[src/rtl/pixel_compositor.sv]
// Three-stage layer compositor: priority select over sprite layers, palette lookup, registered colour.
// Optional layer-0 blink is enabled with `define COMPOSITOR_BLINK_EN.
module pixel_compositor #(
  parameter int NUM_LAYERS   = 4,
  parameter int IDX_W        = 4,
  parameter int BLINK_FRAMES = 8
) (
  input  logic                        Clk,
  input  logic                        Reset,
  input  logic                        frame_start,
  input  logic                        pix_valid,
  input  logic [NUM_LAYERS*IDX_W-1:0] layer_idx,
  input  logic [IDX_W-1:0]            bg_idx,
  input  logic                        pal_we,
  input  logic [IDX_W-1:0]            pal_addr,
  input  logic [23:0]                 pal_wdata,
  output logic                        pal_ready,
`ifdef COMPOSITOR_BLINK_EN
  input  logic                        blink_req,
`endif
  output logic [23:0]                 color_data,
  output logic                        color_valid
);

  localparam int PAL_N = 2**IDX_W;

  logic                        v1;
  logic [NUM_LAYERS*IDX_W-1:0] layer1;
  logic [IDX_W-1:0]            bg1;
  logic                        v2;
  logic [IDX_W-1:0]            sel2;
  logic [IDX_W-1:0]            sel;
  logic                        found;
  logic                        mask0;
  logic [23:0]                 pal [PAL_N];

  // No visible pixel entering or in S1/S2, so an S3 read can never meet a write.
  assign pal_ready = !pix_valid && !v1 && !v2;

`ifdef COMPOSITOR_BLINK_EN
  localparam int CW = (BLINK_FRAMES > 1) ? $clog2(BLINK_FRAMES) : 1;

  typedef enum logic {VISIBLE = 1'b0, HIDDEN = 1'b1} phase_t;

  phase_t        phase;
  logic [CW-1:0] blink_cnt;

  always_ff @(posedge Clk) begin
    if (Reset || !blink_req) begin
      blink_cnt <= '0;
      phase     <= VISIBLE;
    end else if (frame_start) begin
      if (blink_cnt == CW'(BLINK_FRAMES - 1)) begin
        blink_cnt <= '0;
        phase     <= (phase == VISIBLE) ? HIDDEN : VISIBLE;
      end else begin
        blink_cnt <= blink_cnt + 1'b1;
      end
    end
  end

  assign mask0 = blink_req && (phase == HIDDEN);
`else
  logic unused_frame_start;
  assign unused_frame_start = frame_start;
  assign mask0 = 1'b0;
`endif

  always_comb begin
    sel   = bg1;
    found = 1'b0;
    for (int unsigned k = 0; k < NUM_LAYERS; k++) begin
      if (!found && (layer1[k*IDX_W +: IDX_W] != '0) && !(k == 0 && mask0)) begin
        sel   = layer1[k*IDX_W +: IDX_W];
        found = 1'b1;
      end
    end
  end

  always_ff @(posedge Clk) begin
    if (Reset) begin
      v1          <= 1'b0;
      layer1      <= '0;
      bg1         <= '0;
      v2          <= 1'b0;
      sel2        <= '0;
      color_data  <= '0;
      color_valid <= 1'b0;
    end else begin
      v1          <= pix_valid;
      layer1      <= layer_idx;
      bg1         <= bg_idx;
      v2          <= v1;
      sel2        <= sel;
      color_data  <= v2 ? pal[sel2] : '0;
      color_valid <= v2;
    end
  end

  always_ff @(posedge Clk) begin
    if (Reset) begin
      for (int unsigned i = 0; i < PAL_N; i++) pal[i] <= '0;
    end else if (pal_we && pal_ready) begin
      pal[pal_addr] <= pal_wdata;
    end
  end

endmodule

[config.mk]
export PLATFORM = sky130hd
export DESIGN_NAME = pixel_compositor
export DESIGN_NICKNAME = d
export VERILOG_FILES = /design/src/rtl/pixel_compositor.sv
export SDC_FILE = /design/constraint.sdc
export NUM_CORES = 1
export LEC_CHECK = 0
export ABC_AREA = 1
export BUFFER_PORTS_ARGS = -buffer_cell sky130_fd_sc_hd__buf_4
export CAP_MARGIN = 10
export CORE_ASPECT_RATIO = 1.25
export CORE_UTILIZATION = 55
export CTS_CLUSTER_SIZE = 12
export DETAILED_ROUTE_END_ITERATION = 8
export PLACE_DENSITY_LB_ADDON = 0.12
export SLEW_MARGIN = 20
export SYNTH_ARGS = -nofsm -noshare
export SYNTH_HDL_FRONTEND = slang
export SYNTH_SLANG_ARGS = --single-unit
[constraint.sdc]
create_clock -name Clk -period 2.41 [get_ports Clk]
set_clock_uncertainty 0.15 [all_clocks]
set_input_delay 0.482 -clock Clk [delete_from_list [all_inputs] [get_ports Clk]]
set_output_delay 0.482 -clock Clk [all_outputs]
set_load 0.02 [all_outputs]
Word-level counts from Yosys, hierarchy flattened
Memories as Yosys holds them, arrays and structs flattened. A register that Yosys moved wholly into a read port is not among the register bits. Index checks and enable logic that the tools add are counted.

Input port bits: 53. Register bits: 27. Logic and storage cells: 41. Bits in writable memories: 384. Memories: 1. Output and inout port bits: 26.

Memory list: pal (words 16, bits a word 24, rd ports 1, clocked after Yosys merged registers in 1, wr ports 16, line 35) `logic [23:0] pal [PAL_N];`.

Multiplexer cells: 15. Bitwise operators: 1. Reduce and logical (&&, ||, !) cells: 18.

Operators with widths (count): $mux W24 (1); $reduce_or A24 Y1 (1); $mux W4 (5); $reduce_bool A4 Y1 (4); $mux W1 (9); $logic_and A1 B1 Y1 (6); $logic_not A1 Y1 (6); $reduce_or A2 Y1 (1); $not A1 Y1 (1).

Logic depth before layout (Yosys ltp)
Depth after elaboration: 11. Depth in mapped cells: 9. Gate-level depth less buffers: 9.

Least setup slack after synthesis
Ideal clock, no wire load.

Path type: input to register. Start point: in pix_valid. End point: mem pal[12][0], enable pin. Arrival: 2.059 ns. Data required time: 1.879 ns. Slack: -0.180 ns. Cell stages on the path: 6. Library setup time: 0.381 ns. Path through: nor3_4 > nand3_4 > nor3_4 > nand2_2 > buf_2 > nand2_1.

RTL lines: start: declaration (line 11) `input logic pix_valid,`; end: declaration (line 35).

==> flow_summary_export.csv <==
group,metric,value,unit
sta,slew_headroom,0.497,
grt,use_met2,0.516,
routing,vias,13912,
setup_path,end_kind,"flip-flop",
final_layout,final_common_cell,"nor2_1",
clock_network,cts_buffer_depth,3,
final_layout,drive_above_1_share,0.118,
clock_network,tritoncts,"yes",
grt,grt_pass1_wl,75500,um
die,io_pins,79,
die,row_count,75,
setup_path,path_class,"flip-flop to flip-flop",
logic_synthesis,syn_inst,1936,
setup_path,critical-path-max-stage-delay,0.36,ns
sta,max_freq,485,MHz
sta,final_max_slew_viol_count,0,
place,portBuffers,77,
final_layout,n_antenna_cell,0,
logic_synthesis,synthMuxAreaShare,0,
clock_network,cts.clk_slew.worst_paths,0.06,ns
logic_synthesis,synth.distinct_cells,20,
sta,tightest_slew,0.754,ns
die,start_util,0.560,
setup_path,cp-start-kind,"flip-flop",
power_and_ir_drop,power.leakage,8.82,nW
grt,grt_max_degree,90,
die,fp.dieW,168,um
sta,post-route-period-util,0.856,
routing,ant_nets,0,
logic_synthesis,syn_area,18900,sq um
sta,timing.hold.ws,0.0315,ns
logic_synthesis,syn_avg_cell_area,9.75,sq um
place,routabilityCongestion,0.867,
clock_network,cts_buffers,43,
clock_network,post_cts_buffers,0,
setup_path,critPathArrivalTime,2.38,ns
setup_path,path_buf_inv,2,
logic_synthesis,synth_compound_area_frac,0.0655,
worst_hold_path,hold_class,"input port to flip-flop",
grt,grt_overflow,0,
routing,drt-total-wl,49100,um
run,maxCapViolations,0,
routing,drc,0,
grt,busiest_layer,"met2",
final_layout,final_cell_mix,"736 x nor2_1, 384 x edfxtp_1, 151 x o21ai_0, 133 x buf_4, 125 x nand3_1",
clock_network,cts-root-buf,"clkbuf_16",
sta,finalHoldViolCount,0,
logic_synthesis,synth_top_family_by_area,"simple AND/OR/NAND/NOR gates",
status,outcome,"completed",
final_layout,fill_cells,2628,
grt,gr-usage-met1,0.356,
grt,grtUsageTotal,0.286,
setup_path,critPathTopFamily,"buffers and inverters",
routing,via_per_inst,5.61,
final_layout,final_util,0.649,
logic_synthesis,ys_seq_elements,435,
final_layout,nNetsFinal,2074,
setup_path,cp_cell_sequence,"inv_2 > buf_4 > nand2_1 > o211ai_1 > nand3_1 > a21oi_1",
clock_network,insertion_delay,0.55,ns
setup_path,critPathSlowestCell,"inv_2",
grt,grt_pass1_vias,13430,
logic_synthesis,synth-adder-area-share,0,
die,die-area,35100,sq um
place,post-dp-hpwl,29700,um
routing,wl_per_cell,19.8,um
die,die_y,209,um
logic_synthesis,synthSimpleGateAreaFrac,0.213,
clock_network,cts.repair.resized,0,
sta,finalSetupViolCount,0,
sta,min_period,2.06,ns
die,design.core.area,33700,sq um
logic_synthesis,ys_seq_area_frac,0.665,
grt,antenna_found_initial,0,
logic_synthesis,synth_xor_xnor_area_share,0,
power_and_ir_drop,max-vdd-ir-drop,577,uV
sta,rsz0062_at_grt,"no",
grt,met3_usage,0.0294,
clock_network,cts_sinks,435,
logic_synthesis,ys_warn_count,0,
clock_network,postCtsHoldBufs,20,
logic_synthesis,syn_nets,1989,
power_and_ir_drop,power.density,762,nW/um^2
routing,firstDrtPassIters,6,
clock_network,cts_max_level,2,
routing,drt_iter0_markers,1523,
setup_path,critPathRequiredTime,2.72,ns
final_layout,area_growth,15.8,%
setup_path,crit_fanout,17,
## kinds of logic after synthesis
| family | Yosys count |
|---|---|
| AND/OR/NAND/NOR | 1007 |
| buffers and inverters | 266 |
| AO/OA/AOI/OAI | 228 |
| flip-flops | 435 |
## flip-flops by register name (all words and copies together), names as in the netlist
name,cells
v2,1
v1,1
color_data,24
color_valid,1
layer1,16
bg1,4
sel2,4
pal,384
## final timing paths
| check | endpoint | slack [ns] | startpoint | depth (start not counted) |
|---|---|---|---|---|
| hold reg to reg | v2 | 0.31 | v1 | 2 |
| hold / removal | v1 | 0.03 | pix_valid | 3 |
| setup reg to reg | color_data[1] | 0.35 | sel2[1] | 6 |
| setup / recovery | color_data[1] | 0.35 | sel2[1] | 6 |
## layer usage
metal | vias up | part of all wire
li1 | 6555 | -
met1 | 6671 | 0.38
met2 | 582 | 0.51
met3 | 104 | 0.072
met4 | 0 | 0.033
met5 | - | 0
## worst min-delay path, delay by kind of cell
kind                   cells  cell delay, ns
buffers and inverters      2            0.16
AND/OR/NAND/NOR            1            0.03
## cell usage after synthesis (all sizes together)
cell | count | area share
nand3 | 126 | 0.034
edfxtp | 384 | 0.61
o21bai | 2 | 0.00079
nand4 | 1 | 0.00033
a21oi | 39 | 0.010
inv | 126 | 0.025
buf | 71 | 0.018
o21ai | 151 | 0.040
nand2 | 139 | 0.029
nor2 | 738 | 0.15
o211ai | 36 | 0.014
dfxtp | 51 | 0.054
nor3 | 3 | 0.0026
clkinv | 1 | 0.00020
clkbuf | 68 | 0.014
## power by group
part / leakage (nW) / internal (mW) / switching, mW / total [mW]
sequential: 4.31 / 8.48 / 0.0913 / 8.57
combinational: 3.89 / 0.587 / 1.22 / 1.80
clock: 0.619 / 3.59 / 2.71 / 6.30
total: 8.82 / 12.7 / 4.02 / 16.7
## per-stage QoR
| stage | TNS [ns] | instance area [sq um] | setup slack (ns) | power, mW | std cells |
|---|---|---|---|---|---|
| 2_1_floorplan | -2.89 | 18900 | -0.120 | 9.76 | 1936 |
| 3_3_place_gp | 0 | 20400 | 0.164 | 10.5 | 2379 |
| 3_5_place_dp | 0 | 20400 | 0.117 | 10.5 | 2379 |
| 4_1_cts | 0 | 21900 | 0.345 | 16.7 | 2478 |
| 5_1_grt | 0 | 21900 | 0.270 | 17.2 | 2478 |
| 6_report | 0 | 21900 | 0.346 | 16.7 | 2478 |
## cell type report
class | count | area (sq um) | share of cell area
Sequential cell | 435 | 12600 | 0.574
Tap cell | 423 | 529 | 0.0242
Timing Repair Buffer | 179 | 1720 | 0.0786
Clock buffer | 79 | 1290 | 0.0592
Multi-Input combinational cell | 1235 | 5290 | 0.242
Inverter | 127 | 478 | 0.0219
(Power assumes the default switching activity.)
